$ cat src/rtl/rx_gate_ctrl.sv
// rtl/rx_gate_ctrl.sv - trigger-driven, rxstrobe-aligned capture gate for the RX buffer
module rx_gate_ctrl #(
  parameter int CNT_W       = 16,
  parameter int TRIG_CNT_W  = 16,
  parameter int SYNC_STAGES = 2
) (
  input  logic                  rxclk,
  input  logic                  reset,
  input  logic                  trigger,
  input  logic                  rxstrobe,
  input  logic                  enable,
  input  logic                  bypass,
  input  logic                  clear_status,
  input  logic [CNT_W-1:0]      delay,
  input  logic [CNT_W-1:0]      width,
  output logic                  gate_enable,
  output logic                  window_done,
  output logic                  missed_trigger,
  output logic [TRIG_CNT_W-1:0] trigger_count,
  output logic [1:0]            state
);

  typedef enum logic [1:0] {
    S_IDLE   = 2'd0,
    S_DELAY  = 2'd1,
    S_WINDOW = 2'd2
  } state_t;

  localparam logic [CNT_W-1:0]      CNT_ONE  = 1;
  localparam logic [TRIG_CNT_W-1:0] TRIG_ONE = 1;

  state_t                 st;
  logic [CNT_W-1:0]       cnt;
  logic [CNT_W-1:0]       width_reg;
  logic [SYNC_STAGES-1:0] sync_q;
  logic                   sync_prev;
  logic                   trig_pulse;

  // Trigger is asynchronous: synchronize first, then take the rising edge.
  always_ff @(posedge rxclk) begin
    if (reset) begin
      sync_q    <= '0;
      sync_prev <= 1'b0;
    end else begin
      sync_q    <= {sync_q[SYNC_STAGES-2:0], trigger};
      sync_prev <= sync_q[SYNC_STAGES-1];
    end
  end

  assign trig_pulse = sync_q[SYNC_STAGES-1] & ~sync_prev;
  assign state      = st;

  always_ff @(posedge rxclk) begin
    if (reset) begin
      st             <= S_IDLE;
      cnt            <= '0;
      width_reg      <= '0;
      gate_enable    <= 1'b0;
      window_done    <= 1'b0;
      missed_trigger <= 1'b0;
      trigger_count  <= '0;
    end else begin
      window_done <= 1'b0;
      // A trigger set later in this block wins over a same-cycle clear.
      if (clear_status) begin
        missed_trigger <= 1'b0;
      end
      if (bypass) begin
        st <= S_IDLE;
        if (rxstrobe) begin
          gate_enable <= enable;
        end
      end else begin
        case (st)
          S_IDLE: begin
            // Left over from bypass: close on a sample boundary only.
            if (rxstrobe) begin
              gate_enable <= 1'b0;
            end
            if (trig_pulse && enable && (width != '0)) begin
              cnt           <= delay;
              width_reg     <= width;
              trigger_count <= trigger_count + TRIG_ONE;
              st            <= S_DELAY;
            end
          end
          S_DELAY: begin
            if (trig_pulse) begin
              missed_trigger <= 1'b1;
            end
            if (!enable) begin
              st <= S_IDLE;
            end else if (rxstrobe) begin
              if (cnt == '0) begin
                gate_enable <= 1'b1;
                cnt         <= width_reg - CNT_ONE;
                st          <= S_WINDOW;
              end else begin
                cnt <= cnt - CNT_ONE;
              end
            end
          end
          S_WINDOW: begin
            if (trig_pulse) begin
              missed_trigger <= 1'b1;
            end
            if (rxstrobe) begin
              if ((cnt == '0) || !enable) begin
                gate_enable <= 1'b0;
                window_done <= 1'b1;
                st          <= S_IDLE;
              end else begin
                cnt <= cnt - CNT_ONE;
              end
            end
          end
          default: st <= S_IDLE;
        endcase
      end
    end
  end

endmodule

$ cat config.mk
export PLATFORM = sky130hd
export DESIGN_NAME = rx_gate_ctrl
export DESIGN_NICKNAME = d
export VERILOG_FILES = /design/src/rtl/rx_gate_ctrl.sv
export SDC_FILE = /design/constraint.sdc
export NUM_CORES = 1
export LEC_CHECK = 0
export BUFFER_PORTS_ARGS = -buffer_cell sky130_fd_sc_hd__buf_2
export CAP_MARGIN = 0
export CORE_ASPECT_RATIO = 2
export CORE_MARGIN = 5
export CORE_UTILIZATION = 36
export DETAILED_ROUTE_END_ITERATION = 8
export PLACE_DENSITY = 0.53
export SYNTH_ARGS = -nofsm -noshare
export SYNTH_HDL_FRONTEND = slang
export SYNTH_SLANG_ARGS = --single-unit
export TNS_END_PERCENT = 100
$ cat constraint.sdc
create_clock -name rxclk -period 4.6 [get_ports rxclk]
set_input_delay 0.23 -clock rxclk [delete_from_list [all_inputs] [get_ports rxclk]]
set_output_delay 0.23 -clock rxclk [all_outputs]
set_load 0.05 [all_outputs]
# Word level (Yosys, flattened, before mapping)
# Index checks and enable logic that the tools add are counted.
[op_classes]
reduce_logical = 16
mux = 28
addsub = 3
eq_ne = 15
n_bitwise = 5
[ops]
columns = ["operator", "count"]
rows = [
  ["$mux W16", 6],
  ["$pmux W16 S3", 1],
  ["$sub A16 B1 Y16 const B", 2],
  ["$add A16 B1 Y16 const B", 1],
  ["$logic_not A16 Y1", 1],
  ["$ne A2 B2 Y1 const B", 8],
  ["$reduce_bool A16 Y1", 1],
  ["$ne A3 B3 Y1 const B", 5],
  ["$mux W1", 13],
  ["$mux W2", 6],
  ["$reduce_and A8 Y1", 1],
  ["$reduce_and A7 Y1", 1],
  ["$pmux W2 S3", 1],
  ["$reduce_and A5 Y1", 1],
  ["$not A1 Y1", 4],
  ["$reduce_bool A4 Y1", 1],
  ["$reduce_or A2 Y1", 2],
  ["$reduce_or A4 Y1", 1],
  ["$pmux W1 S3", 1],
  ["$reduce_and A3 Y1", 1],
  ["$reduce_bool A3 Y1", 1],
  ["$eq A2 B1 Y1 const B", 1],
  ["$eq A2 B2 Y1 const B", 1],
  ["$logic_and A1 B1 Y1", 2],
  ["4 further kinds", 4],
]
[word_totals]
register_bits = 56
word_cells = 76
out_inout_bits = 21
in_bits = 39

# Depth between registers and ports, before layout
# Gate-level depths: netlist of run 1.
[logic_depth]
word_depth = 6
ltp_mapped = 11
depth_no_buf = 8

# Worst setup path after synthesis of run 1
# OpenSTA, ideal clock, no wires.
[synth_path]
path_kind = "reg-to-reg"
start = "reg st[0] (netlist: state[0])"
end = "reg cnt[7]"
path_slack_ns = 2.220
path_stages_with_launch = 11
t_arrival_ns = 2.279
n_path_buf = 3
synth_period_minus_slack_ns = 2.380
setup_ns = 0.101
path_cell_list = "dfxtp_1 -> inv_1 -> ha_1 -> buf_6 -> nor2b_1 -> o21ai_0 -> o211ai_1 -> or2_1 -> buf_6 -> buf_4 -> o41ai_1"
[synth_via]
elab_chain_len = 3
elab_cells_between_ends = 11
classes_between = "eq/ne: 7; mux: 1; reduce/logical: 3"
[synth_rtl]
columns = ["item", "line_no", "source"]
rows = [
  ["start: declaration", "32", "state_t st;"],
  ["start signal: assignment", "55", "st <= S_IDLE;"],
  ["start signal: assignment", "69", "st <= S_IDLE;"],
  ["start signal: assignment", "84", "st <= S_DELAY;"],
  ["$eq A2 B2 Y1 (tied with other cells)", "74", "case (st)"],
  ["$ne A2 B2 Y1 (no line) or $reduce_bool A3 Y1 (tied branches)", "n/a", ""],
  ["$reduce_and A7 Y1 (no line)", "n/a", ""],
  ["end signal: assignment", "81", "cnt <= delay;"],
  ["end signal: assignment", "96", "cnt <= width_reg - CNT_ONE;"],
  ["end signal: assignment", "99", "cnt <= cnt - CNT_ONE;"],
  ["end: declaration", "33", "logic [CNT_W-1:0] cnt;"],
]
# Parallel ways exist; a longest one is shown, timed or not.
# A chain may end at the register's enable or synchronous reset.

# Worst setup path after layout of run 1
[layout_path]
start = "reg st[0] (netlist: state[0])"
end = "reg cnt[12]"
# The elaborated chain is that of the path after synthesis.

==> results.sh, run 1 <==
export IMPL_vdd_drop_max_mv=0.2136
export IMPL_fin_cells=570
export IMPL_power_total_mw=1.067
export IMPL_crit_path_frequent_cell="inv_1"
export IMPL_swShare=0.2853
export IMPL_ys_async_sr_fraction=0
export IMPL_multi_input_area_mm2=0.002087
export IMPL_drive_above_1_share=0.1652
export IMPL_core_mm2=0.009321
export IMPL_cp_end_kind="flop"
export IMPL_fin_crit_ns=2.740
export IMPL_p_leak_nw=1.568
export IMPL_cts_tree="built"
export IMPL_wl_um=9960
export IMPL_track_usage=0.1764
export IMPL_cpPeakStageDelay_ns=0.71
export IMPL_critPathSlowestCell="or2_1"
export IMPL_relSlewSlack=0.3730
export IMPL_critPathKind="flop to flop"
export IMPL_post_cts_setup_buffers=0
export IMPL_pwr_share_clk=0.372
export IMPL_syn_to_final_growth_pct=12.52
export IMPL_hold_viol=0
export IMPL_syn_inst=420
export IMPL_grt_overflow=0
export IMPL_r2r_start="state[0]$_SDFFE_PP0P_"
export IMPL_syn_num_nets=467
export IMPL_synth_edf_count=0
export IMPL_worstReg2RegEnd="cnt[12]$_SDFFE_PP0P_"
export IMPL_seq_power_share=0.469
export IMPL_antenna_found_initial=0
export IMPL_fill_cells=957
export IMPL_max_freq_mhz=365.0
export IMPL_finalCritPeriodShare=0.5956
export IMPL_dpl_hpwl_um=7621
export IMPL_ys_types=56
export IMPL_clock_path_buffers=2
export IMPL_dpl_worst_slack_ns=1.852
export IMPL_vias_per_cell=5.611
export IMPL_slew_violations=0
export IMPL_grt_pass1_wl_um=16440
export IMPL_holdBufCountCts=0
export IMPL_routed_via_count=3198
export IMPL_tightest_slew_ns=0.9405
export IMPL_ant_nets=0
export IMPL_worstPathCellList="inv_1 -> ha_1 -> inv_1 -> o211ai_1 -> or2_1 -> a221oi_1 -> a211oi_1"
export IMPL_setup_ws_ns=1.860
export IMPL_avgSynthCellArea_um2=8.136
export IMPL_clock_sinks=56
export IMPL_rsz0062_at_grt="no"
export IMPL_crit_start="state[0]$_SDFFE_PP0P_"
export IMPL_skew_ns=0.007553
export IMPL_grt_pass1_vias=3387
export IMPL_cts_made_buffers=5
export IMPL_drc_errors=0
export IMPL_drv_cap=0
export IMPL_rows=50
export IMPL_seqCellArea_mm2=0.001121
export IMPL_diodes=0
export IMPL_ys_seq_area_frac=0.3281
export IMPL_reg2reg_depth=7
export IMPL_yosys_warnings=0
export IMPL_dr_pass1_iters=4
export IMPL_min_path_type="input port to flop"
export IMPL_start_kind="flop"
export IMPL_grt_max_degree=56
export IMPL_whs_endpoint="sync_q[0]$_SDFF_PP0_"
export IMPL_ys_flop_type="dfxtp_1"
export IMPL_ys_seq_elements=56
export IMPL_place_area_mm2=0.003697
export IMPL_power_density_mw_per_mm2=277.5
export IMPL_hold_depth=2
export IMPL_syn_cell_area_mm2=0.003417
export IMPL_io_buffers=59
export IMPL_power_frac_comb=0.159
export IMPL_fin_area_mm2=0.003845
export IMPL_cts_root_buffer="clkbuf_16"
export IMPL_avgRoutedWirePerCell_um=17.47
export IMPL_r2r_setup_slack_ns=1.86
export IMPL_hp_start="trigger"
export IMPL_required_ns=4.81
export IMPL_first_iter_violations=131
export IMPL_fin_nets=512
export IMPL_place_inst=562
export IMPL_utilization=0.4125
export IMPL_die_area_mm2=0.01166
export IMPL_fin_hold_ws_ns=0.1493
export IMPL_die_h_um=147.8
export IMPL_routabilityCongestion=0.8217
export IMPL_die_w_um=78.89
export IMPL_switchingPower_mw=0.3044
export IMPL_ios=60
export IMPL_cts_max_level=2
export IMPL_cts_resized=0
export IMPL_crit_fanout=26
export IMPL_start_util=0.3666
export IMPL_clk_pin_slew_worst_paths_ns=0.08
export IMPL_tns_ns=0
export IMPL_clk_latency_ns=0.30
export IMPL_finalSetupViolCount=0
export IMPL_status="finished clean"
export IMPL_intPower_mw=0.7627
export IMPL_cp_arrival_ns=2.95
==> routing by layer <==
metal  vias to the layer above  wire length (um)  share of wire  global-route usage
met1                      1483              3561           0.36              0.1742
met3                        27               398          0.040             0.02805
li1                       1600                 -              -                   -
met2                        88              5580           0.56              0.3399
met5                         -                 0              0                   0
met4                         0               419          0.042             0.09380
==> worst max-delay path by stage <==
stage                                end  slack, ns  cells past startpoint
finish              cnt[12]$_SDFFE_PP0P_       1.86                      7
global route        cnt[12]$_SDFFE_PP0P_       1.62                      8
CTS                 cnt[12]$_SDFFE_PP0P_       1.85                      7
detailed placement  cnt[12]$_SDFFE_PP0P_       1.85                      7
global placement    cnt[12]$_SDFFE_PP0P_       1.96                      7
floorplan            cnt[7]$_SDFFE_PP0P_       2.22                     10
==> cell usage in the layout (no fill, tap or decap), types with 5 or more instances in the layout <==
cell type / synthesis / routed
nor2b_1: 5 / 5
xor2_1: 17 / 17
a21oi_1: 25 / 25
buf_2: 4 / 59
o221ai_1: 5 / 5
or3_1: 9 / 9
xnor2_1: 19 / 19
nand2_1: 36 / 36
ha_1: 8 / 8
inv_1: 13 / 13
clkbuf_16: 0 / 5
o21ai_0: 16 / 16
nor2_1: 55 / 55
o211ai_1: 5 / 5
nor3_1: 17 / 17
nand4_1: 12 / 12
dfxtp_1: 56 / 56
nor4_1: 10 / 10
mux2i_1: 19 / 19
nand3_1: 13 / 13
==> logic make-up after synthesis <==
kind of cell | after synthesis | synth area share
flops | 56 | 0.3281
mux | 19 | 0.05566
xor+xnor | 36 | 0.09227
fa+ha+maj | 8 | 0.02929
compound gates | 77 | 0.1446
buf+inv | 36 | 0.06115
simple gates | 188 | 0.2889
==> Yosys cell counts (2+ instances only) <==
library cell / number / area [um^2]
buf_2: 4 / 20.02
clkbuf_1: 9 / 33.78
nor2_1: 55 / 206.5
or4_1: 3 / 22.52
o21ai_0: 16 / 80.08
buf_4: 2 / 15.01
o31a_2: 2 / 20.02
o221ai_1: 5 / 43.79
a21oi_1: 25 / 125.1
or3_1: 9 / 56.30
nor4b_1: 2 / 17.52
nand2_1: 36 / 135.1
o22ai_1: 4 / 25.02
nor4_1: 10 / 62.56
a311o_1: 2 / 20.02
and4_1: 2 / 17.52
buf_6: 6 / 67.56
ha_1: 8 / 100.1
a31oi_1: 3 / 18.77
dfxtp_1: 56 / 1121
o41ai_1: 2 / 17.52
nand3_1: 13 / 65.06
and2_1: 2 / 12.51
nor3_1: 17 / 85.08
and3b_1: 2 / 17.52
mux2i_1: 19 / 190.2
or4b_1: 2 / 20.02
a211oi_1: 3 / 22.52
nor4_2: 2 / 25.02
nand4b_1: 3 / 26.28
nand4_1: 12 / 75.07
xnor2_1: 19 / 166.4
a21boi_0: 2 / 15.01
xor2_1: 17 / 148.9
nor2b_1: 5 / 31.28
inv_1: 13 / 48.80
o211ai_1: 5 / 37.54
and3_1: 4 / 25.02
nor3b_1: 2 / 15.01
==> worst max-delay path, delay by kind of cell, from the launching register on <==
family / cells / cell delay, ns
AOI/OAI and AO/OA: 3 / 0.75
adders and majority gates: 1 / 0.38
buffers and inverters: 2 / 0.44
DFF: 1 / 0.36
and+or+nand+nor: 1 / 0.71
==> power groups by stage <==
stage / sequential [mW] / clock, mW / combinational, mW
2_1_floorplan: 0.513 / 0 / 0.120
3_3_place_gp: 0.511 / 0 / 0.171
3_5_place_dp: 0.512 / 0 / 0.169
4_1_cts: 0.500 / 0.414 / 0.171
5_1_grt: 0.502 / 0.427 / 0.188
6_report: 0.500 / 0.397 / 0.170
==> final cells by class <==
cell class                      instances  share of cell area
Multi-Input combinational cell        328              0.5428
Timing Repair Buffer                   61             0.08070
Clock inverter                          3            0.005857
Clock buffer                            5             0.03254
Inverter                               13             0.01269
Sequential cell                        56              0.2916
Tap cell                              104             0.03384
Power figures use the tool's default switching activity.
==> inputs of run 2 (changes only) <==
Settings changed: ABC_AREA from default to 1.
Clock period 4.6 ns to 2.84 ns, I/O delays scaled along.
==> results.sh, run 2 <==
export IMPL_yosys_warnings=0
export IMPL_hp_start="trigger"
export IMPL_status="finished clean"
export IMPL_post_cts_setup_buffers=0
export IMPL_die_w_um=83.92
export IMPL_cp_end_kind="flop"
export IMPL_hold_depth=3
export IMPL_yosysMostFrequentCell="nand2_1"
export IMPL_drive_above_1_share=0.1414
export IMPL_grt_pass1_vias=3916
export IMPL_routabilityCongestion=0.9364
export IMPL_mostFrequentLayoutCell="nand2_1"
export IMPL_multi_input_area_mm2=0.002429
export IMPL_setup_ws_ns=0.5590
export IMPL_power_total_mw=2.119
export IMPL_dpl_hpwl_um=9550
export IMPL_slew_violations=0
export IMPL_critPathSlowestCell="ha_1"
export IMPL_rsz0062_at_grt="no"
export IMPL_syn_num_nets=703
export IMPL_antenna_found_initial=0
export IMPL_critPathKind="flop to flop"
export IMPL_required_ns=3.07
export IMPL_ys_flop_type="dfxtp_1"
export IMPL_grt_overflow=0
export IMPL_worstPathCellList="inv_1 -> ha_1 -> inv_2 -> nand2_1 -> a21oi_1 -> nand3_4 -> nor2_1 -> nand2_1 -> a21oi_1"
export IMPL_min_path_type="input port to flop"
export IMPL_ys_seq_elements=56
export IMPL_tightest_slew_ns=0.6236
export IMPL_grt_pass1_wl_um=19120
export IMPL_finalCritPeriodShare=0.8032
export IMPL_cts_resized=0
export IMPL_routed_via_count=4106
export IMPL_cts_max_level=2
export IMPL_grt_max_degree=45
export IMPL_synth_edf_count=0
export IMPL_ios=60
export IMPL_diodes=0
export IMPL_ys_async_sr_fraction=0
export IMPL_drv_cap=0
export IMPL_layout_common_cells="nand2_1 (200), nor2_1 (92), inv_1 (69)"
export IMPL_finalSetupViolCount=0
export IMPL_cts_made_buffers=5
export IMPL_whs_endpoint="sync_q[0]$_SDFF_PP0_"
export IMPL_clock_sinks=56
export IMPL_power_density_mw_per_mm2=473.2
export IMPL_yosys_area_top_type_share=0.2850
export IMPL_fin_crit_ns=2.281
export IMPL_avgSynthCellArea_um2=5.997
export IMPL_synthTopCellsByArea="dfxtp_1 (28%), nand2_1 (19%), nor2_1 (8.8%)"
export IMPL_avgRoutedWirePerCell_um=14.11
export IMPL_vdd_drop_max_mv=0.2817
export IMPL_synth_largest_area_cell="dfxtp_1"
export IMPL_first_iter_violations=155
export IMPL_vias_per_cell=4.848
export IMPL_track_usage=0.1826
export IMPL_hold_viol=0
export IMPL_die_h_um=157.8
export IMPL_holdBufCountCts=0
export IMPL_netlist_top_cells_count="nand2_1 (200), nor2_1 (92), inv_1 (69)"
export IMPL_clock_path_buffers=2
export IMPL_fin_nets=753
export IMPL_cts_root_buffer="clkbuf_16"
export IMPL_cts_tree="built"
export IMPL_dpl_worst_slack_ns=0.5623
export IMPL_skew_ns=0.004224
export IMPL_ys_seq_area_frac=0.2850
export IMPL_syn_to_final_growth_pct=13.84
export IMPL_seqCellArea_mm2=0.001121
export IMPL_clk_pin_slew_worst_paths_ns=0.08
export IMPL_drc_errors=0
export IMPL_cpPeakStageDelay_ns=0.41
export IMPL_clk_latency_ns=0.30
export IMPL_syn_cell_area_mm2=0.003934
export IMPL_tns_ns=0
export IMPL_crit_fanout=32
export IMPL_max_freq_mhz=438.4
export IMPL_start_util=0.3639
export IMPL_fill_cells=1239
export IMPL_start_kind="flop"
export IMPL_r2r_start="state[1]$_SDFFE_PP0P_"
export IMPL_core_mm2=0.01081
export IMPL_rows=54
export IMPL_syn_inst=656
export IMPL_worstReg2RegEnd="cnt[2]$_SDFFE_PP0P_"
export IMPL_cp_arrival_ns=2.51
export IMPL_io_buffers=59
export IMPL_ys_types=32
export IMPL_reg2reg_depth=9
export IMPL_relSlewSlack=0.5843
export IMPL_wl_um=11950
export IMPL_die_area_mm2=0.01324
export IMPL_r2r_setup_slack_ns=0.56
export IMPL_dr_pass1_iters=4
export IMPL_p_leak_nw=2.077
export IMPL_ant_nets=0
[run 2: how the worst max path moves through the flow]
| stage | start | end | depth (start not counted) |
|---|---|---|---|
| global route | state[1]$_SDFFE_PP0P_ | cnt[2]$_SDFFE_PP0P_ | 9 |
| CTS | state[1]$_SDFFE_PP0P_ | cnt[2]$_SDFFE_PP0P_ | 9 |
| detailed placement | state[1]$_SDFFE_PP0P_ | cnt[2]$_SDFFE_PP0P_ | 9 |
| floorplan | state[0]$_SDFFE_PP0P_ | cnt[0]$_SDFFE_PP0P_ | 10 |
| global placement | state[1]$_SDFFE_PP0P_ | cnt[3]$_SDFFE_PP0P_ | 9 |
| finish | state[1]$_SDFFE_PP0P_ | cnt[2]$_SDFFE_PP0P_ | 9 |
[run 2: per-stage QoR]
step                        util  instance area [um^2]  std cells  hold WS, ns
final                     0.4142                  4478        847      0.04081
after global routing      0.4142                  4478        847      0.03558
after CTS                 0.4142                  4478        847      0.03142
after detailed placement  0.3997                  4320        839       0.3512
after global placement    0.3997                  4320        839       0.3469
after floorplan                -                  3934        656       0.2490
[run 2: per-layer routing]
metal	wire, um	track usage
met1	4336	0.1719
met2	6956	0.3817
met4	414	0.07899
met5	0	0
met3	243	0.02240
[run 2: final cells by class]
class | count | area share
Timing Repair Buffer | 63 | 0.07265
Clock inverter | 2 | 0.004191
Inverter | 72 | 0.06035
Sequential cell | 56 | 0.2504
Clock buffer | 6 | 0.03101
Multi-Input combinational cell | 508 | 0.5423
Tap cell | 140 | 0.03912
[run 2: cell families (layout without fill, tap and decap cells)]
| group | after synthesis | count (layout) | share of synthesized area |
|---|---|---|---|
| and+or+nand+nor | 388 | 388 | 0.4275 |
| buffers and inverters | 92 | 143 | 0.09764 |
| xor gates and xnor gates | 21 | 21 | 0.04676 |
| AOI/OAI and AO/OA | 91 | 91 | 0.1177 |
| DFF | 56 | 56 | 0.2850 |
| adders and majority gates | 8 | 8 | 0.02545 |
[run 2: power breakdown]
| part | leakage (nW) | switching [mW] | total, mW | internal [mW] |
|---|---|---|---|---|
| registers | 0.453 | 0.0221 | 0.827 | 0.805 |
| clock network | 0.0750 | 0.319 | 0.678 | 0.359 |
| logic | 1.55 | 0.421 | 0.614 | 0.194 |
[run 2: critical path, delay by kind of cell, from the launching register on]
kind | cells | cell delay [ns]
AND/OR/NAND/NOR | 4 | 0.74
flip-flops | 1 | 0.37
AO/OA/AOI/OAI | 2 | 0.40
adder cells (fa/ha/maj) | 1 | 0.41
buffers and inverters | 2 | 0.29
==> inputs of run 3 (changes only) <==
Clock period 2.84 ns to 2.1 ns, I/O delays scaled along.
==> results.sh, run 3 (synthesis gave the netlist of run 2 again) <==
export IMPL_status="finished clean"
export IMPL_fin_hold_ws_ns=0.06202
export IMPL_finalCritPeriodShare=0.8984
export IMPL_cts_made_buffers=5
export IMPL_power_total_mw=2.883
export IMPL_cts_tree="built"
export IMPL_antenna_found_initial=0
export IMPL_max_freq_mhz=530.0
export IMPL_cp_end_kind="flop"
export IMPL_fin_crit_ns=1.887
export IMPL_die_w_um=83.92
export IMPL_min_path_type="input port to flop"
export IMPL_ios=60
export IMPL_p_leak_nw=2.133
export IMPL_vdd_drop_max_mv=0.3849
export IMPL_core_mm2=0.01081
export IMPL_routabilityCongestion=0.9456
export IMPL_power_density_mw_per_mm2=631.1
export IMPL_die_h_um=157.8
export IMPL_vias_per_cell=4.915
export IMPL_mostFrequentLayoutCell="nand2_1"
export IMPL_fin_nets=764
export IMPL_hold_depth=3
export IMPL_grt_overflow=0
export IMPL_dr_pass1_iters=7
export IMPL_pwr_share_clk=0.307
export IMPL_grt_max_degree=39
export IMPL_tns_ns=0
export IMPL_seq_power_share=0.388
export IMPL_avgRoutedWirePerCell_um=14.63
export IMPL_required_ns=2.32
export IMPL_finalSetupViolCount=0
export IMPL_drc_errors=0
export IMPL_cp_arrival_ns=2.11
export IMPL_power_frac_comb=0.306
export IMPL_fin_area_mm2=0.004568
export IMPL_first_iter_violations=151
export IMPL_syn_to_final_growth_pct=16.13
export IMPL_skew_ns=0.01158
export IMPL_relSlewSlack=0.6337
export IMPL_rsz0062_at_grt="no"
export IMPL_place_area_mm2=0.004408
export IMPL_clock_sinks=56
export IMPL_routed_via_count=4217
export IMPL_track_usage=0.1905
export IMPL_wl_um=12550
export IMPL_reg2reg_depth=10
export IMPL_diodes=0
export IMPL_clock_path_buffers=2
export IMPL_cts_max_level=2
export IMPL_drv_cap=0
export IMPL_io_buffers=59
export IMPL_intPower_mw=1.835
export IMPL_cts_root_buffer="clkbuf_16"
export IMPL_tightest_slew_ns=0.5488
export IMPL_start_util=0.3639
export IMPL_grt_pass1_vias=4160
export IMPL_ant_nets=0
export IMPL_rows=54
export IMPL_die_area_mm2=0.01324
export IMPL_clk_latency_ns=0.30
export IMPL_layout_common_cells="nand2_1 (200), nor2_1 (92), inv_1 (69)"
export IMPL_post_cts_setup_buffers=0
export IMPL_drive_above_1_share=0.1532
export IMPL_slew_violations=0
export IMPL_start_kind="flop"
export IMPL_clk_pin_slew_worst_paths_ns=0.08
export IMPL_hold_viol=0
export IMPL_fill_cells=1200
export IMPL_dpl_hpwl_um=10060
export IMPL_grt_pass1_wl_um=20000
export IMPL_crit_fanout=19
export IMPL_critPathKind="flop to flop"
export IMPL_swShare=0.3633
export IMPL_switchingPower_mw=1.047
==> run 3: worst max-delay path, cell delays in order (launching register included) <==
cell and delay (ns):
dfxtp_1 0.40, inv_1 0.10, ha_1 0.22, inv_1 0.08, nand2_1 0.10, a21oi_2 0.20
nand3_4 0.20, buf_12 0.23, nor2_2 0.08, nand2_1 0.06, a21oi_1 0.13
==> run 3: per-layer routing <==
layer  global-route usage  routed length (um)  up-vias
li1                     -                   -     2194
met1               0.1780                4477     1887
met2               0.3882                7019      100
met3              0.02344                 394       36
met4               0.1058                 662        0
met5                    0                   0        -
==> run 3: worst paths after layout <==
kind,startpoint,to,slack (ns)
worst max-delay path,state[0]$_SDFFE_PP0P_,cnt[8]$_SDFFE_PP0P_,0.21
worst min-delay path,width[3],width_reg[3]$_SDFFE_PP0P_,0.06
worst max register to register,state[0]$_SDFFE_PP0P_,cnt[8]$_SDFFE_PP0P_,0.21
worst min register to register,sync_q[0]$_SDFF_PP0_,sync_q[1]$_SDFF_PP0_,0.41
==> run 3: power groups by stage <==
stage	Clock (mW)	Combinational (mW)	Sequential (mW)
after floorplan	0	0.617	1.15
after global placement	0	0.877	1.14
after detailed placement	0	0.878	1.14
after CTS	0.914	0.883	1.12
after global routing	0.950	0.991	1.12
final	0.885	0.881	1.12
==> run 3: metrics by stage <==
stage	worst slack, ns	util	instances
2_1_floorplan	0.008129	-	656
3_3_place_gp	0.2257	0.4078	849
3_5_place_dp	0.2168	0.4078	849
4_1_cts	0.1587	0.4222	858
5_1_grt	0.02368	0.4226	858
6_report	0.2134	0.4226	858
==> run 3: repair_timing <==
item	4_1_cts	5_1_grt
hold buffers	1	0
endpoints found under the setup margin	0	4
hold endpoints to repair	1	0
gates resized for setup	0	1
==> run 3: final cells by class <==
class,instances,area [um^2],area share
Multi-Input combinational cell,508,2432,0.5325
Sequential cell,56,1121,0.2454
Timing Repair Buffer,74,422.9,0.09258
Inverter,72,270.3,0.05916
Tap cell,140,175.2,0.03835
Clock buffer,6,128.9,0.02821
Clock inverter,2,17.52,0.003835
